===== src/rtl/id_ex_stage.sv =====
// ID/EX pipeline register with load-use hazard detection, flush handling,
// EX-stage operand forwarding and a saturating bubble counter.
module id_ex_stage (
    input  logic        clk,
    input  logic        rst_n,
    input  logic        id_valid,
    input  logic [31:0] id_pc,
    input  logic [4:0]  id_rs1,
    input  logic [4:0]  id_rs2,
    input  logic [4:0]  id_rd,
    input  logic [31:0] id_rs1_data,
    input  logic [31:0] id_rs2_data,
    input  logic [31:0] id_imm,
    input  logic [3:0]  id_alu_sel,
    input  logic        id_a_sel,
    input  logic        id_b_sel,
    input  logic        id_reg_we,
    input  logic        id_mem_rd,
    input  logic        id_mem_wr,
    input  logic        id_is_branch,
    input  logic [4:0]  mem_rd,
    input  logic        mem_reg_we,
    input  logic [31:0] mem_result,
    input  logic [4:0]  wb_rd,
    input  logic        wb_reg_we,
    input  logic [31:0] wb_result,
    input  logic        flush,
    output logic        id_stall,
    output logic        ex_valid,
    output logic [31:0] ex_pc,
    output logic [4:0]  ex_rd,
    output logic [3:0]  ex_alu_sel,
    output logic [31:0] ex_dataA,
    output logic [31:0] ex_dataB,
    output logic [31:0] ex_store_data,
    output logic        ex_reg_we,
    output logic        ex_mem_rd,
    output logic        ex_mem_wr,
    output logic        ex_is_branch,
    output logic [15:0] bubble_count
);

    logic        valid_q, valid_d;
    logic [31:0] pc_q, pc_d;
    logic [4:0]  rs1_q, rs1_d;
    logic [4:0]  rs2_q, rs2_d;
    logic [4:0]  rd_q, rd_d;
    logic [31:0] rs1_data_q, rs1_data_d;
    logic [31:0] rs2_data_q, rs2_data_d;
    logic [31:0] imm_q, imm_d;
    logic [3:0]  alu_sel_q, alu_sel_d;
    logic        a_sel_q, a_sel_d;
    logic        b_sel_q, b_sel_d;
    logic        reg_we_q, reg_we_d;
    logic        mem_rd_q, mem_rd_d;
    logic        mem_wr_q, mem_wr_d;
    logic        is_branch_q, is_branch_d;
    logic [15:0] bubble_count_q, bubble_count_d;

    logic        hazard;
    logic        bubble;
    logic [31:0] fa;
    logic [31:0] fb;

    // Store data comes from rs2 even when b_sel picks the immediate, so a
    // store's rs2 also counts as a use.
    always_comb begin
        hazard = valid_q & mem_rd_q & (rd_q != 5'd0) & id_valid &
                 (((~id_a_sel) & (id_rs1 == rd_q)) |
                  (((~id_b_sel) | id_mem_wr) & (id_rs2 == rd_q)));
        bubble   = hazard | flush;
        id_stall = hazard & ~flush & rst_n;
    end

    always_comb begin
        valid_d     = id_valid;
        pc_d        = id_pc;
        rs1_d       = id_rs1;
        rs2_d       = id_rs2;
        rd_d        = id_rd;
        rs1_data_d  = id_rs1_data;
        rs2_data_d  = id_rs2_data;
        imm_d       = id_imm;
        alu_sel_d   = id_alu_sel;
        a_sel_d     = id_a_sel;
        b_sel_d     = id_b_sel;
        reg_we_d    = id_reg_we & id_valid;
        mem_rd_d    = id_mem_rd & id_valid;
        mem_wr_d    = id_mem_wr & id_valid;
        is_branch_d = id_is_branch & id_valid;
        if (bubble) begin
            valid_d     = 1'b0;
            pc_d        = 32'd0;
            rs1_d       = 5'd0;
            rs2_d       = 5'd0;
            rd_d        = 5'd0;
            rs1_data_d  = 32'd0;
            rs2_data_d  = 32'd0;
            imm_d       = 32'd0;
            alu_sel_d   = 4'd0;
            a_sel_d     = 1'b0;
            b_sel_d     = 1'b0;
            reg_we_d    = 1'b0;
            mem_rd_d    = 1'b0;
            mem_wr_d    = 1'b0;
            is_branch_d = 1'b0;
        end
        bubble_count_d = bubble_count_q;
        if (bubble && (bubble_count_q != 16'hFFFF)) begin
            bubble_count_d = bubble_count_q + 16'd1;
        end
    end

    always_ff @(posedge clk) begin
        if (!rst_n) begin
            valid_q        <= 1'b0;
            pc_q           <= 32'd0;
            rs1_q          <= 5'd0;
            rs2_q          <= 5'd0;
            rd_q           <= 5'd0;
            rs1_data_q     <= 32'd0;
            rs2_data_q     <= 32'd0;
            imm_q          <= 32'd0;
            alu_sel_q      <= 4'd0;
            a_sel_q        <= 1'b0;
            b_sel_q        <= 1'b0;
            reg_we_q       <= 1'b0;
            mem_rd_q       <= 1'b0;
            mem_wr_q       <= 1'b0;
            is_branch_q    <= 1'b0;
            bubble_count_q <= 16'd0;
        end else begin
            valid_q        <= valid_d;
            pc_q           <= pc_d;
            rs1_q          <= rs1_d;
            rs2_q          <= rs2_d;
            rd_q           <= rd_d;
            rs1_data_q     <= rs1_data_d;
            rs2_data_q     <= rs2_data_d;
            imm_q          <= imm_d;
            alu_sel_q      <= alu_sel_d;
            a_sel_q        <= a_sel_d;
            b_sel_q        <= b_sel_d;
            reg_we_q       <= reg_we_d;
            mem_rd_q       <= mem_rd_d;
            mem_wr_q       <= mem_wr_d;
            is_branch_q    <= is_branch_d;
            bubble_count_q <= bubble_count_d;
        end
    end

    // EX/MEM is the younger result, so it wins over MEM/WB; x0 is never forwarded.
    always_comb begin
        fa = rs1_data_q;
        if (mem_reg_we && (mem_rd != 5'd0) && (mem_rd == rs1_q)) begin
            fa = mem_result;
        end else if (wb_reg_we && (wb_rd != 5'd0) && (wb_rd == rs1_q)) begin
            fa = wb_result;
        end
        fb = rs2_data_q;
        if (mem_reg_we && (mem_rd != 5'd0) && (mem_rd == rs2_q)) begin
            fb = mem_result;
        end else if (wb_reg_we && (wb_rd != 5'd0) && (wb_rd == rs2_q)) begin
            fb = wb_result;
        end
    end

    assign ex_valid      = valid_q;
    assign ex_pc         = pc_q;
    assign ex_rd         = rd_q;
    assign ex_alu_sel    = alu_sel_q;
    assign ex_dataA      = a_sel_q ? pc_q : fa;
    assign ex_dataB      = b_sel_q ? imm_q : fb;
    assign ex_store_data = fb;
    assign ex_reg_we     = reg_we_q;
    assign ex_mem_rd     = mem_rd_q;
    assign ex_mem_wr     = mem_wr_q;
    assign ex_is_branch  = is_branch_q;
    assign bubble_count  = bubble_count_q;

endmodule


===== config.mk =====
export PLATFORM = sky130hd
export DESIGN_NAME = id_ex_stage
export DESIGN_NICKNAME = d
export VERILOG_FILES = /design/src/rtl/id_ex_stage.sv
export SDC_FILE = /design/constraint.sdc
export NUM_CORES = 1
export LEC_CHECK = 0
export BUFFER_PORTS_ARGS = -buffer_cell sky130_fd_sc_hd__clkbuf_2
export CAP_MARGIN = 5
export CORE_AREA = 2 2 152 154
export DETAILED_ROUTE_END_ITERATION = 6
export DIE_AREA = 0 0 154 156
export HOLD_SLACK_MARGIN = 0.06
export PLACE_DENSITY = 0.67
export SETUP_SLACK_MARGIN = 0.1
export SKIP_CTS_REPAIR_TIMING = 1
export SLEW_MARGIN = 20
export SYNTH_ARGS = -nofsm -noshare
export SYNTH_HDL_FRONTEND = slang
export SYNTH_SLANG_ARGS = --single-unit

===== constraint.sdc =====
create_clock -name clk -period 2.1 [get_ports clk]
set_input_delay 0.105 -clock clk [delete_from_list [all_inputs] [get_ports clk]]
set_output_delay 0.105 -clock clk [all_outputs]
set_load 0.01 [all_outputs]

==> impl_metrics.csv <==
group,metric,value,unit
routing,drtAntennaViolNets,0,
clock_tree,cts_buffer_depth,2,
logic_synthesis,yosys_warnings,0,
clock_tree,clk_pin_slew_worst_paths,0.07,ns
logic_synthesis,synthArstFlopShare,0,%
sta,setup_viol,107,
logic_synthesis,seq_area_frac_synth,43.20,%
status,status,"finished, violations left",
place,dp_hpwl,20770,um
logic_synthesis,synthCells,825,
sta,whs,0.1398,ns
worst_setup_path,crit_arrival,2.44,ns
finish,final_util,64.59,%
clock_tree,cts_made_buffers,17,
finish,design_area,14450,um^2
die,initial_core_util,35.22,%
die,die_y,156,um
power_and_ir_drop,swShare,27.81,%
routing,vias,9100,
place,dp_cells,1477,
finish,drive_above_1_share,55.95,%
global_routing,grt_usage,22.01,%
sta,grt_setup_unrepaired,"yes",
sta,finClkSkew,0.01336,ns
logic_synthesis,synth.most_common_cell,"dfxtp_1",
clock_tree,clock_latency,0.42,ns
sta,min_period,2.542,ns
place,numPortBuffers,391,
global_routing,grt_pass1_vias,7632,
logic_synthesis,ys_ff_latch,170,
job,drv_cap,0,
finish,fillers,1670,
logic_synthesis,netlist_top_cells_count,"170 x dfxtp_1, 151 x and3_1, 49 x clkbuf_1",
clock_tree,cts_num_sinks,170,
finish,final_cells,1715,
sta,worst_slew_margin_rel,59.62,%
sta,slew_viol_final,0,
routing,drt-initial-drc-count,582,
die,dieArea,24020,um^2
routing,drt-vias-per-instance,5.306,
sta,finalCritPeriodShare,121.1,%
power_and_ir_drop,powerDensity,567.5,nW/um^2
sta,worst_slew_pin_slew,0.6058,ns
routing,drt-wirelength-per-cell,20.97,um
global_routing,grt_pass1_wl,41230,um
worst_setup_path,cp_max_fo,13,
place,placed_area,10410,um^2
sta,setup_ws,-0.4422,ns
finish,area_growth_syn_to_layout,83.39,%
die,io_pins,392,
die,die_w,154,um
logic_synthesis,syn_nets,1059,
power_and_ir_drop,power_leakage,6.788,nW
routing,drc,0,
power_and_ir_drop,power_switching,2.280,mW
min_path,hold_class,"input port to register",
power_and_ir_drop,p_seq_share,41.7,%
clock_tree,h-tree-depth,4,
die,core-area,22370,um^2
place,gp_congestion,0.9386,
worst_setup_path,path_class,"register to output port",
worst_setup_path,endpoint_kind,"output port",
logic_synthesis,synth-edff-count,0,
sta,fmax,0.3934,GHz
power_and_ir_drop,ir_drop,0.4566,mV
power_and_ir_drop,intPower,5.918,mW
sta,hold_violations,0,
worst_setup_path,crit_required,2.00,ns
routing,drt-pass1-iter-count,5,
global_routing,grt_overflow_total,0,
logic_synthesis,yosys.area.top_type_share,43.20,%
logic_synthesis,synth_top_area_cell,"dfxtp_1",
global_routing,antenna_found_initial,1,
clock_tree,cts_root_buffer,"clkbuf_16",
power_and_ir_drop,clock_power_share,36.6,%
status,failed_checks,"setup timing",
place,pre_cts_ws,-0.08215,ns
routing,routed_wl,35960,um
worst_setup_path,cp-start-kind,"register",
global_routing,grt_max_degree,80,
logic_synthesis,syn-cell-area,7878,um^2
logic_synthesis,ys_top_cells_by_area,"dfxtp_1 43%, and3_1 12%, o221ai_2 5.5%",
logic_synthesis,synth_flop_cell,"dfxtp_1",
logic_synthesis,syn_area_per_cell,9.549,um^2
clock_tree,cts_tree,"built",
logic_synthesis,yosysUniqueCellTypes,45,
die,rows,55,
finish,fin_nets,1650,
power_and_ir_drop,power_frac_comb,21.7,%
-- cell type report --
type	count	area, um^2	area share, %
inverters	37	138.9	0.9614
clock inverters	11	86.33	0.5976
repair buffers	644	4915	34.02
flip-flops and latches	170	3441	23.82
multi-input cells	546	5047	34.94
well taps	285	356.6	2.468
diodes	2	5.005	0.03464
clock buffers	20	456.7	3.161
-- logic make-up (layout without fill, tap and decap cells) --
family	count (synthesis)	in the layout	share of synthesized area, %
compound gates	156	158	17.44
xor+xnor	30	30	3.335
fa+ha+maj	1	1	0.1588
buf+inv	111	712	6.448
flops	170	170	43.20
mux	68	68	9.133
other cells	0	2	0
simple gates	289	289	20.28
-- layout by cell type (no fill, tap or decap), drive strengths merged, types with 13 or more instances in the layout --
cell         count
dfxtp          170
inv             40
mux2            31
dlygate4sd3    154
a21oi           13
o221ai          31
buf             93
nand2           47
a21o            32
a211oi          32
o21a            31
xnor2           24
clkbuf         417
nor2            40
mux2i           37
and3           151
-- per-stage QoR --
stage	power [mW]	setup TNS, ns
6_report	8.198	-29.64
2_1_floorplan	4.049	0
4_1_cts	7.616	-35.03
5_1_grt	8.498	-40.65
3_5_place_dp	4.644	-1.268
3_3_place_gp	4.632	-0.1647
-- sequential cells by signal (all words and copies together), names as in the netlist --
signal / count
ex_pc: 32
imm_q: 32
rs1_data_q: 32
rs2_data_q: 32
bubble_count: 16
ex_rd: 5
rs1_q: 5
rs2_q: 5
ex_alu_sel: 4
a_sel_q: 1
b_sel_q: 1
ex_is_branch: 1
ex_mem_rd: 1
ex_mem_wr: 1
ex_reg_we: 1
ex_valid: 1
-- final timing paths --
kind / cells after the start / to / from / slack (ns)
hold reg to reg: 2 / bubble_count[8] / bubble_count[8] / 0.50
setup reg to reg: 11 / ex_pc[22] / ex_rd[4] / -0.05
hold / removal: 2 / rs1_data_q[14] / rst_n / 0.14
setup / recovery: 7 / ex_dataB[24] / rs2_q[0] / -0.44
-- routing by layer --
metal | track usage, % | wire length (um) | vias to the layer above | part of all wire (%)
li1 | - | - | 4177 | -
met1 | 25.19 | 13670 | 4379 | 38
met2 | 40.17 | 18670 | 460 | 52
met3 | 5.444 | 2600 | 84 | 7.2
met4 | 7.210 | 1022 | 0 | 2.8
met5 | 0 | 0 | - | 0
-- critical path: stages, from the launching register on --
cell and delay (ns):
dfxtp_2 0.33, xnor2_1 0.16, nand4_1 0.19, or2_2 0.40, buf_12 0.18, o221a_2 0.25, o31ai_1 0.28, clkbuf_2 0.21
-- power groups by stage --
| stage | Sequential (mW) | Clock [mW] | Combinational, mW |
|---|---|---|---|
| 6_report | 3.42 | 3.00 | 1.78 |
| 5_1_grt | 3.42 | 3.19 | 1.88 |
| 4_1_cts | 3.40 | 3.04 | 1.17 |
| 3_5_place_dp | 3.48 | 0 | 1.16 |
| 3_3_place_gp | 3.47 | 0 | 1.16 |
| 2_1_floorplan | 3.48 | 0 | 0.572 |
(Power assumes the default switching activity.)
